**src/rtl/cute_sel_pkg.sv**
```systemverilog
// Shared definitions for the demux_seq block: bank width, the ten legal
// destination codes, the scan FSM state type and the index-to-code helper.
package cute_sel_pkg;

   localparam int NUM_OUT = 10;

   // Legal destination codes, listed in index (and scan) order.
   localparam logic [3:0] CODE_0 = 4'b0000;
   localparam logic [3:0] CODE_1 = 4'b0001;
   localparam logic [3:0] CODE_2 = 4'b0010;
   localparam logic [3:0] CODE_3 = 4'b0011;
   localparam logic [3:0] CODE_4 = 4'b0100;
   localparam logic [3:0] CODE_5 = 4'b0101;
   localparam logic [3:0] CODE_6 = 4'b0110;
   localparam logic [3:0] CODE_7 = 4'b0111;
   localparam logic [3:0] CODE_8 = 4'b1101;
   localparam logic [3:0] CODE_9 = 4'b1110;

   localparam logic [3:0] LAST_IDX = 4'd9;

   typedef enum logic [1:0] {
      ST_IDLE = 2'd0,
      ST_SCAN = 2'd1,
      ST_DONE = 2'd2
   } state_e;

   // Index -> legal code; out-of-range indices map to the idle code.
   function automatic logic [3:0] code_of(input logic [3:0] idx);
      logic [3:0] c;
      case (idx)
         4'd0:    c = CODE_0;
         4'd1:    c = CODE_1;
         4'd2:    c = CODE_2;
         4'd3:    c = CODE_3;
         4'd4:    c = CODE_4;
         4'd5:    c = CODE_5;
         4'd6:    c = CODE_6;
         4'd7:    c = CODE_7;
         4'd8:    c = CODE_8;
         4'd9:    c = CODE_9;
         default: c = CODE_0;
      endcase
      return c;
   endfunction

endpackage

```
**src/rtl/demux_seq_if.sv**
```systemverilog
// Bus bundle for demux_seq.
// Inputs: din, sel[3:0], wr_en, start, clr. Outputs: otp[9:0], sel_out[3:0],
// busy, done, err, parity. master = driver side, slave = the demux block.
interface demux_seq_if;
   import cute_sel_pkg::*;

   logic               din;
   logic [3:0]         sel;
   logic               wr_en;
   logic               start;
   logic               clr;
   logic [NUM_OUT-1:0] otp;
   logic [3:0]         sel_out;
   logic               busy;
   logic               done;
   logic               err;
   logic               parity;

   modport master (
      output din, sel, wr_en, start, clr,
      input  otp, sel_out, busy, done, err, parity
   );

   modport slave (
      input  din, sel, wr_en, start, clr,
      output otp, sel_out, busy, done, err, parity
   );

endinterface

```
**src/rtl/sel_decode.sv**
```systemverilog
// Maps a 4-bit destination code to {legal, index}.
// Ports: code[3:0] in; legal out (1 = code is one of the ten legal codes);
// index[3:0] out (0..9 for legal codes, 0 otherwise).
module sel_decode
   import cute_sel_pkg::*;
(
   input  logic [3:0] code,
   output logic       legal,
   output logic [3:0] index
);

   always_comb begin
      legal = 1'b1;
      index = 4'd0;
      case (code)
         CODE_0:  index = 4'd0;
         CODE_1:  index = 4'd1;
         CODE_2:  index = 4'd2;
         CODE_3:  index = 4'd3;
         CODE_4:  index = 4'd4;
         CODE_5:  index = 4'd5;
         CODE_6:  index = 4'd6;
         CODE_7:  index = 4'd7;
         CODE_8:  index = 4'd8;
         CODE_9:  index = 4'd9;
         default: legal = 1'b0;
      endcase
   end

endmodule

```
**src/rtl/demux_seq.sv**
```systemverilog
// 1:10 sequential demux: manual coded writes into a registered bank, or an
// automatic 10-step scan that captures din once per destination.
// Ports: clk, rst_n (async, active-low), bus (demux_seq_if.slave).
// Option: define DEMUX_SEQ_PARITY_EN for a registered parity of the bank.
module demux_seq
   import cute_sel_pkg::*;
(
   input  logic        clk,
   input  logic        rst_n,
   demux_seq_if.slave  bus
);

   state_e             state;
   state_e             state_nx;
   logic [3:0]         idx;
   logic [3:0]         idx_nx;
   logic [NUM_OUT-1:0] otp_q;
   logic [NUM_OUT-1:0] otp_nx;
   logic               err_q;
   logic               err_nx;
   logic               wr_legal;
   logic [3:0]         wr_idx;

   sel_decode u_dec (
      .code  (bus.sel),
      .legal (wr_legal),
      .index (wr_idx)
   );

   always_comb begin
      state_nx = state;
      idx_nx   = idx;
      otp_nx   = otp_q;
      err_nx   = err_q;
      case (state)
         ST_IDLE: begin
            // start wins; a same-cycle write is dropped
            if (bus.start) begin
               state_nx = ST_SCAN;
               idx_nx   = 4'd0;
            end else if (bus.wr_en) begin
               if (wr_legal) otp_nx[wr_idx] = bus.din;
               else          err_nx         = 1'b1;
            end
         end
         ST_SCAN: begin
            otp_nx[idx] = bus.din;
            if (idx == LAST_IDX) begin
               state_nx = ST_DONE;
               idx_nx   = 4'd0;
            end else begin
               idx_nx = idx + 4'd1;
            end
         end
         ST_DONE: begin
            state_nx = ST_IDLE;
         end
         default: begin
            state_nx = ST_IDLE;
            idx_nx   = 4'd0;
         end
      endcase
      // clear overrides any write/capture but leaves the FSM running
      if (bus.clr) begin
         otp_nx = '0;
         err_nx = 1'b0;
      end
   end

   always_ff @(posedge clk or negedge rst_n) begin
      if (!rst_n) begin
         state <= ST_IDLE;
         idx   <= 4'd0;
         otp_q <= '0;
         err_q <= 1'b0;
      end else begin
         state <= state_nx;
         idx   <= idx_nx;
         otp_q <= otp_nx;
         err_q <= err_nx;
      end
   end

   assign bus.otp     = otp_q;
   assign bus.err     = err_q;
   assign bus.busy    = (state == ST_SCAN);
   assign bus.done    = (state == ST_DONE);
   assign bus.sel_out = (state == ST_SCAN) ? code_of(idx) : 4'b0000;

`ifdef DEMUX_SEQ_PARITY_EN
   // Registered from the next bank value so it lines up with otp.
   logic par_q;

   always_ff @(posedge clk or negedge rst_n) begin
      if (!rst_n) par_q <= 1'b0;
      else        par_q <= ^otp_nx;
   end

   assign bus.parity = par_q;
`else
   assign bus.parity = 1'b0;
`endif

endmodule

```
**src/flat_wrapper.sv**
```systemverilog
// flat-port wrapper written by rule: the top's interface ports become plain ports
module demux_seq_flat import cute_sel_pkg::*;
  (clk, rst_n, bus_din, bus_sel, bus_wr_en, bus_start, bus_clr, bus_otp, bus_sel_out, bus_busy, bus_done, bus_err, bus_parity);
  demux_seq_if bus_i ();
  input  logic clk;
  input  logic rst_n;
  input wire logic [$bits(bus_i.din)-1:0] bus_din;
  input wire logic [$bits(bus_i.sel)-1:0] bus_sel;
  input wire logic [$bits(bus_i.wr_en)-1:0] bus_wr_en;
  input wire logic [$bits(bus_i.start)-1:0] bus_start;
  input wire logic [$bits(bus_i.clr)-1:0] bus_clr;
  output wire logic [$bits(bus_i.otp)-1:0] bus_otp;
  output wire logic [$bits(bus_i.sel_out)-1:0] bus_sel_out;
  output wire logic [$bits(bus_i.busy)-1:0] bus_busy;
  output wire logic [$bits(bus_i.done)-1:0] bus_done;
  output wire logic [$bits(bus_i.err)-1:0] bus_err;
  output wire logic [$bits(bus_i.parity)-1:0] bus_parity;
  assign bus_i.din = bus_din;
  assign bus_i.sel = bus_sel;
  assign bus_i.wr_en = bus_wr_en;
  assign bus_i.start = bus_start;
  assign bus_i.clr = bus_clr;
  assign bus_otp = bus_i.otp;
  assign bus_sel_out = bus_i.sel_out;
  assign bus_busy = bus_i.busy;
  assign bus_done = bus_i.done;
  assign bus_err = bus_i.err;
  assign bus_parity = bus_i.parity;
  demux_seq u_core (.clk(clk), .rst_n(rst_n), .bus(bus_i));
endmodule
```
**config.mk**
```make
export PLATFORM = sky130hd
export DESIGN_NAME = demux_seq_flat
export DESIGN_NICKNAME = d
export VERILOG_FILES = /design/src/rtl/cute_sel_pkg.sv /design/src/rtl/demux_seq_if.sv /design/src/rtl/sel_decode.sv /design/src/rtl/demux_seq.sv /design/src/flat_wrapper.sv
export SDC_FILE = /design/constraint.sdc
export NUM_CORES = 1
export LEC_CHECK = 0
export BUFFER_PORTS_ARGS = -buffer_cell sky130_fd_sc_hd__buf_4
export CAP_MARGIN = 0
export CORE_ASPECT_RATIO = 0.7
export CORE_MARGIN = 8
export CORE_UTILIZATION = 55
export CTS_BUF_LIST = sky130_fd_sc_hd__clkbuf_2 sky130_fd_sc_hd__clkbuf_4 sky130_fd_sc_hd__clkbuf_8
export CTS_CLUSTER_DIAMETER = 150
export DETAILED_ROUTE_END_ITERATION = 16
export GPL_ROUTABILITY_DRIVEN = 0
export PLACE_DENSITY_LB_ADDON = 0.25
export SETUP_SLACK_MARGIN = 0.05
export SLEW_MARGIN = 15
export SYNTH_ARGS = -nofsm -noshare
export SYNTH_HDL_FRONTEND = slang
export SYNTH_SLANG_ARGS = --single-unit
export TNS_END_PERCENT = 1
```
**constraint.sdc**
```tcl
create_clock -name clk -period 2.4 [get_ports clk]
set_clock_uncertainty 0.2 [all_clocks]
set_input_delay 0.12 -clock clk [delete_from_list [all_inputs] [get_ports clk]]
set_output_delay 0.12 -clock clk [all_outputs]
set_load 0.02 [all_outputs]
```
Yosys cells after proc, flatten, opt, wreduce, memory -nomap -nowiden
Memories as Yosys holds them, arrays and structs flattened.
Cells that the tools add are included.

operators by class
  add/sub/neg operators = 1
  bitwise logic cells = 1
  equal/unequal tests = 19
  $lt $le $gt $ge = 4
  reductions and logical operators = 12
  muxes and demuxes = 25

operators with widths
  operator                                                                             number
  10-bit 2-to-1 mux                                                                    4
  4-bit case mux with 9 select lines                                                   1
  10-bit bitwise mux                                                                   2
  10-bit case mux with 2 select lines                                                  1
  4-bit by 3-bit == test with 1-bit output, second input constant                      4
  4-bit == test, second input constant                                                 3
  4-bit 2-to-1 mux                                                                     3
  4-bit case mux with 3 select lines                                                   1
  4-bit by 5-bit less-than comparator with 1-bit output, second input constant         2
  10-bit OR reduction                                                                  1
  3-bit != test, second input constant                                                 3
  1-bit demux with 4-bit select                                                        2
  4-bit by 2-bit == test with 1-bit output, second input constant                      2
  4-bit by 1-bit greater-or-equal comparator with 1-bit output, second input constant  2
  1-bit 2-to-1 mux                                                                     8
  4-bit AND reduction                                                                  2
  4-bit by 1-bit adder with 4-bit output, second input constant                        1
  4-bit by 1-bit == test with 1-bit output, second input constant                      1
  4-bit logical NOT                                                                    1
  2-bit 2-to-1 mux                                                                     2
  2-bit by 1-bit != test with 1-bit output, second input constant                      2
  2-bit != test, second input constant                                                 2
  2-bit case mux with 2 select lines                                                   1
  2-bit AND reduction                                                                  2
  other kinds (7)                                                                      9

storage, ports and cells
  output and inout port bits = 18
  logic and storage cells = 67
  input port bits = 10
  memories = 1
  ROM bits = 64
  register bits = 17

memories
  memory           depth  bits a word  rd ports  clocked after Yosys merged registers in  wr ports  RTL line            source
  (no name shown)  16     4            1         0                                        0         cute_sel_pkg.sv:30  case (idx)

Longest topological paths before layout
Gate-level depths: netlist of run 1.

  depth in word-level cells = 12
  gate-level depth with buffers = 7
  mapped depth without buffers = 5

By module
From an unflattened synthesis of run 1, not the netlist that was laid out.

unflattened totals
  cells, all modules = 134
  area, all modules = 1258.7 µm²

modules (own cells, without submodules)
  module      sequential area each (µm²)  cells an instance  times used  area an instance (µm²)
  demux_seq   425.4                       125                1           1201.2
  sel_decode  0.0                         9                  1           57.6

Least setup slack after synthesis of run 1
Ideal clock, no wire load.

  path type = reg2reg
  start point = reg u_core.state[0]
  end point = reg u_core.otp_q[2] (netlist: u_core.bus.otp[2])
  path buffers = 2
  setup time = 126 ps
  cell stages (with the launch flop) = 8
  arrival time = 1564 ps
  data required time = 2074 ps
  clock period less this slack = 1890 ps
  slack = 510 ps
  cells stage by stage = dfrtp_1 buf_4 nand2b_4 inv_4 or3_1 buf_2 o221a_1 a221o_1

on the way
  cells in the longest elaborated chain, start to end = 3
  elaborated cells between the ends (all ways) = 9
  classes of those cells = eq/ne: 4; mux: 2; reduce/logical: 3

RTL lines
  what                                                                              RTL line            source
  start: declaration                                                                demux_seq.sv:13     state_e state;
  start signal: assignment                                                          demux_seq.sv:77     state <= state_nx;
  2-bit by 1-bit == test with 1-bit output *                                        n/a
  net bus_busy                                                                      flat_wrapper.sv:14  output wire logic [$bits(bus_i.busy)-1:0] bus_busy;
  10-bit case mux with 2 select lines / 3-bit nonzero test (equally long branches)  n/a
  10-bit 2-to-1 mux / 4-bit AND reduction (equally long branches)                   n/a
  end signal: assignment                                                            demux_seq.sv:79     otp_q <= otp_nx;
  end: declaration                                                                  demux_seq.sv:17     logic [NUM_OUT-1:0] otp_q;

Mark *: on every way through the listed nets, which the timed path passes. The rest lies on a longest branch.
A chain may end at the register's enable or synchronous reset.

Worst setup path in the final report of run 1
  start point = reg u_core.state[0]
  end point = reg u_core.otp_q[2] (netlist: u_core.bus.otp[2])

on the way
  cells in the longest elaborated chain, start to end = 3
  elaborated cells between the ends (all ways) = 9
  classes of those cells = eq/ne: 4; mux: 2; reduce/logical: 3

RTL lines
  what                                                                                  RTL line         source
  2-bit by 1-bit == test with 1-bit output / 2-bit logical NOT (equally long branches)  demux_seq.sv:35  case (state)
  10-bit case mux with 2 select lines (tied with other cells)                           demux_seq.sv:35
  10-bit 2-to-1 mux / 4-bit AND reduction (equally long branches)                       n/a

Parallel ways exist; a longest one is shown, timed or not.

==> results of run 1 <==
-- stage by stage --
step                area (um2)  cells  util, %
floorplan                 1190    133        -
global placement          1383    176    65.77
detailed placement        1383    176    65.77
CTS                       1443    183    68.63
global route              1449    183    68.93
finish                    1449    183    68.93
-- per-layer routing --
layer | track usage, % | routed length (um) | vias up
met1 | 21.44 | 1409 | 549
met5 | 0 | 0 | -
li1 | - | - | 554
met2 | 27.62 | 1467 | 50
met4 | 5.387 | 44 | 0
met3 | 6.475 | 286 | 8
-- where the power goes --
group / internal (uW) / switching [uW] / total (uW)
registers: 369 / 142 / 511
logic: 378 / 519 / 896
clock network: 76.1 / 89.2 / 165
-- state kept, by name (all words and copies together), names as in the netlist --
signal,count
u_core.bus.otp,10
u_core.idx,4
u_core.state,2
u_core.bus.err,1
-- worst reg2reg max path, cell delays in order (launching register included) --
cell	delay, ns
dfrtp_1	0.54
nor4b_4	0.42
o211ai_1	0.27
a21oi_1	0.36
buf_4	0.20
a221o_1	0.14
-- final cells by class --
class | count | area share [%]
inverter | 7 | 1.986
timing repair buffer | 30 | 16.06
tap | 24 | 2.073
sequential | 17 | 29.36
clock buffer | 4 | 2.073
multi-input combinational | 101 | 48.45
-- Yosys cell counts, types with 3 or more instances --
cell       n  share of area [%]
nor2b_1    8                4.2
or3_1      4                2.1
o22ai_1    7                3.7
nand2_1   12                3.8
a22o_1     4                2.9
o21ai_0    6                2.5
nand2b_1  11                5.8
dfrtp_1   17                 36
inv_1      6                1.9
o32ai_1    3                2.2
clkbuf_1   3               0.95
a221o_1    5                4.2
nor2_1     7                2.2
-- timing repair --
item                                    CTS  global route
hold endpoints to repair                 19             0
resized for setup                         0             1
hold buffers                              3             0
endpoints found under the setup margin    0             1
-- cell usage in the layout (no fill, tap or decap), drive strengths merged, types with 2 or more instances in the layout --
master	instances
a211oi	2
nand2	12
a22o	4
o211ai	2
nor3	2
inv	7
nor4	2
dlygate4sd3	3
nor2	7
or3	4
nand2b	12
clkbuf	4
a221o	5
o32ai	3
a21o	2
o32a	2
o22ai	7
dfrtp	17
o221a	3
buf	27
o21ai	6
nor2b	8
-- worst min-delay path by stage --
| stage | startpoint | to | cells past startpoint |
|---|---|---|---|
| after detailed placement | rst_n | u_core.state[1]$_DFFE_PN0P_ | 1 |
| after floorplan | rst_n | u_core.bus.err$_DFFE_PN0P_ | 0 |
| after CTS | bus_din | u_core.bus.otp[7]$_DFFE_PN0P_ | 3 |
| after global routing | bus_din | u_core.bus.otp[7]$_DFFE_PN0P_ | 3 |
| after global placement | rst_n | u_core.idx[3]$_DFFE_PN0P_ | 1 |
| final | bus_din | u_core.bus.otp[7]$_DFFE_PN0P_ | 3 |
-- cells by family (layout without fill, tap and decap cells) --
family | count (synthesis) | count (layout)
other | 1 | 1
AOI/OAI and AO/OA | 46 | 46
and+or+nand+nor | 52 | 52
DFF | 17 | 17
xor gates and xnor gates | 2 | 2
buffers and inverters | 15 | 41
==> flow_summary_export.csv, run 1 <==
group,metric,value,unit
critical_path,end_kind,"flop",
timing,finalWorstSetupSlack,0.2159,ns
timing,min_period,2.184,ns
placement,numPortBuffers,26,
worst_hold_path,hold_path.class,"in2reg",
clock_tree,root_buffer,"clkbuf_4",
placement,dpl.hpwl,2408,um
critical_path,required,2.43,ns
status,outcome,"completed",
clock_tree,numCtsBuffers,3,
logic_synthesis,synth_edf_count,0,
critical_path,critPathMaxFanout,10,
die,fp.coreArea,2102,um2
critical_path,path_delay_family,"compound AO/OA/AOI/OAI gates",
detailed_routing,drtIter0Drc,82,
critical_path,startpoint,"u_core.state[0]$_DFFE_PN0P_",
grt,grt_pass1_wl,5257,um
logic_synthesis,seq_area_frac_synth,35.75,%
detailed_routing,totalWireLength,3209,um
timing,min_period_over_period,91.01,%
power_and_ir_drop,totalPowerFinal,1573,uW
critical_path,slowest_stage,"dfrtp_1",
critical_path,critPathMaxStageDelay,0.54,ns
detailed_routing,num_vias,1161,
critical_path,cp.buffers_inverters,1,
die,pin_count,28,
clock_tree,post_cts_buffers,0,
die,die_h,54.92,um
detailed_routing,drcViolationCount,0,
critical_path,crit_end,"u_core.bus.otp[2]$_DFFE_PN0P_",
logic_synthesis,async_flop_share,100.0,%
grt,grt_max_degree,18,
grt,antenna_found_initial,0,
logic_synthesis,synth_mux_area_share,0,%
grt,track_usage,17.20,%
critical_path,r2r_start,"u_core.state[0]$_DFFE_PN0P_",
timing,finalMaxSlewViolations,0,
layout,n_fill_cell,177,
clock_tree,cts_tree,"done",
layout,drive_gt1_share,25.16,%
placement,dpl_worst_slack,0.2537,ns
detailed_routing,postRouteAntennaNets,0,
die,die_x,71.60,um
logic_synthesis,syn-cell-area,1190,um2
logic_synthesis,synthFlopType,"dfrtp_1",
layout,syn2layout_area_growth,21.77,%
timing,hold_viol,0,
critical_path,ff2ff_path_depth,5,
die,start_util,56.61,%
power_and_ir_drop,power.leakage,0.0006686,uW
grt,grt_overflow,0,
timing,setup_viol,0,
logic_synthesis,synth_warnings,0,
logic_synthesis,synthCells,133,
logic_synthesis,synth_simple_gate_area_share,25.66,%
clock_tree,clock_latency,0.30,ns
power_and_ir_drop,powerDensity,1086,nW/um2
run,drv_cap,0,
critical_path,arrival,2.22,ns
layout,regArea,425.4,um2
timing,tns,0,ns
critical_path,crit_type,"reg2reg",
critical_path,reg2reg_slack,0.22,ns
die,die-area,3932,um2
detailed_routing,drt_pre_antenna_iters,4,
timing,timing.hold.ws,0.01261,ns
clock_tree,clkTransAtPathRegs,0.10,ns
critical_path,path_depth,5,
clock_tree,clock_sinks,17,
layout,multi_input_area,701.9,um2
layout,final_nets,170,
logic_synthesis,synth_xor_area_share,1.472,%
logic_synthesis,synth_seq_cells,17,
critical_path,crit_path_start_kind,"flop",
logic_synthesis,synth_top_family_by_area,"compound AO/OA/AOI/OAI gates",
die,rows,14,
logic_synthesis,synth_fa_ha_area_share,0,%
logic_synthesis,synth_fp_nets,143,
layout,antenna_cells,0,
critical_path,worstPathCellList,"nor4b_4 > o211ai_1 > a21oi_1 > buf_4 > a221o_1",
critical_path,r2r_end,"u_core.bus.otp[2]$_DFFE_PN0P_",
grt,grt_pass1_vias,1110,
timing,grt_setup_unrepaired,"false",
power_and_ir_drop,ir_drop,0.6372,mV
detailed_routing,wl_per_cell,17.54,um
logic_synthesis,synth_compound_area_share,31.02,%
timing,fmax,457.8,MHz
clock_tree,cts_buffer_depth,2,
clock_tree,htree_levels,1,
logic_synthesis,synth.distinct_cells,44,
detailed_routing,vias_per_cell,6.344,
logic_synthesis,synth_area_per_cell,8.947,um2
Note: power is estimated with default switching activity, not from simulation.
==> run 2: changes to the inputs <==
Settings changed: CORE_ASPECT_RATIO 0.7 to unset, CORE_UTILIZATION 55 to 40.
==> run 2 against run 1 <==
- clock power decreased by 5%
- first-iteration DRC count decreased by 16%
- non-clock buffer count increased by 1
- power decreased by 2.2%
==> flow_summary_export.csv, run 2 (same netlist as run 1, synthesis figures left out) <==
group,metric,value,unit
die,rows,19,
critical_path,worstPathCellList,"nand2b_4 > or3_1 > o21ai_0 > buf_4",
layout,layout_common_cells,"buf_4 (28), dfrtp_1 (17), nand2_1 (12)",
die,pin_count,28,
clock_tree,clock_latency,0.30,ns
layout,layout_commonest_cell,"buf_4",
critical_path,critPathMaxFanout,13,
power_and_ir_drop,power.leakage,0.0006729,uW
placement,dpl.hpwl,2350,um
die,die-area,4976,um2
timing,finalMaxSlewViolations,0,
detailed_routing,drt_pre_antenna_iters,4,
timing,min_period,2.154,ns
clock_tree,cts_hold_buf,3,
grt,grt_pass1_wl,5326,um
critical_path,slowest_stage,"dfrtp_1",
critical_path,end_kind,"output pin",
critical_path,crit_path_start_kind,"flop",
detailed_routing,vias_per_cell,5.843,
clock_tree,htree_levels,1,
clock_tree,numCtsBuffers,3,
die,start_util,42.78,%
layout,drive_gt1_share,25.00,%
layout,antenna_cells,0,
clock_tree,ctsResizeCount,0,
detailed_routing,postRouteAntennaNets,0,
layout,syn2layout_area_growth,22.40,%
layout,stdcell_count,191,
die,die_h,70.54,um
detailed_routing,totalWireLength,3073,um
grt,antenna_found_initial,0,
power_and_ir_drop,powerDensity,1056,nW/um2
grt,track_usage,12.62,%
timing,hold_viol,0,
placement,numPortBuffers,26,
timing,tns,0,ns
grt,grt_overflow,0,
grt,grt_pass1_vias,1124,
detailed_routing,num_vias,1116,
critical_path,critPathMaxStageDelay,0.60,ns
placement,dpl.cell_count,184,
worst_hold_path,hold_path.class,"in2async",
grt,grt_max_degree,18,
clock_tree,cts_buffer_depth,2,
die,die_x,70.54,um
clock_tree,post_cts_buffers,0,
clock_tree,clock_sinks,17,
detailed_routing,drtIter0Drc,69,
critical_path,reg2reg_slack,0.31,ns
clock_tree,cts_tree,"done",
critical_path,ff2ff_path_depth,4,
clock_tree,root_buffer,"clkbuf_4",
timing,grt_setup_unrepaired,"false",
layout,final_nets,171,
detailed_routing,wl_per_cell,16.09,um
detailed_routing,drcViolationCount,0,
die,fp.coreArea,2781,um2
timing,fmax,464.2,MHz
timing,setup_viol,0,
layout,largest_reg_flops,10,
status,outcome,"completed",
critical_path,arrival,1.83,ns
run,drv_cap,0,
clock_tree,clkTransAtPathRegs,0.10,ns
power_and_ir_drop,ir_drop,0.8888,mV
timing,min_period_over_period,89.77,%
critical_path,crit_type,"reg2out",
critical_path,required,2.08,ns
-- run 2: critical path: cells and delay by family, from the launching register on --
kind / cells / cell delay [ns]
and+or+nand+nor: 2 / 0.61
AOI/OAI and AO/OA: 1 / 0.16
DFF: 1 / 0.60
buffers and inverters: 1 / 0.16
-- run 2: report_power, final --
group	switching, uW	internal [uW]	total, uW
combinational	497	379	876
sequential	137	369	506
clock	93.7	62.2	156
-- run 2: worst paths after layout --
check                                                    from                       endpoint
worst max-delay path              u_core.state[0]$_DFFE_PN0P_                 bus_sel_out[0]
worst max register to register    u_core.state[0]$_DFFE_PN0P_  u_core.bus.otp[1]$_DFFE_PN0P_
max in group asynchronous                               rst_n  u_core.bus.otp[6]$_DFFE_PN0P_
worst min register to register  u_core.bus.otp[4]$_DFFE_PN0P_  u_core.bus.otp[4]$_DFFE_PN0P_
min in group clk                                      bus_din  u_core.bus.otp[7]$_DFFE_PN0P_
worst min-delay path                                    rst_n      u_core.idx[0]$_DFFE_PN0P_
-- run 2: layout make-up --
cell class / count / area [um2]
clock inverter: 1 / 5.005
multi-input combinational: 101 / 695.7
tap: 31 / 38.79
timing repair buffer: 31 / 240.2
fill: 253 / 1325
inverter: 7 / 28.78
sequential: 17 / 425.4
clock buffer: 3 / 22.52
-- run 2: metal layers --
layer / global-route usage (%) / up-vias / share of wire [%] / routed length, um
met2: 20.32 / 35 / 48 / 1488
met4: 3.501 / 0 / 0.75 / 23
met3: 4.881 / 4 / 6.5 / 200
met5: 0 / - / 0 / 0
li1: - / 558 / - / -
met1: 15.35 / 519 / 44 / 1360
-- run 2: per-stage QoR --
| stage | cell area [um2] | setup slack [ns] | total power [uW] | util (%) | hold slack (ns) |
|---|---|---|---|---|---|
| 3_3_place_gp | 1399 | 0.3781 | 1371 | 50.29 | -0.2024 |
| 2_1_floorplan | 1190 | 0.5101 | 1109 | - | -0.3756 |
| 3_5_place_dp | 1399 | 0.3262 | 1381 | 50.29 | -0.2004 |
| 4_1_cts | 1456 | 0.2413 | 1545 | 52.36 | 0.005725 |
| 6_report | 1456 | 0.2456 | 1538 | 52.36 | 0.008512 |
| 5_1_grt | 1456 | 0.07926 | 1663 | 52.36 | 0.01842 |
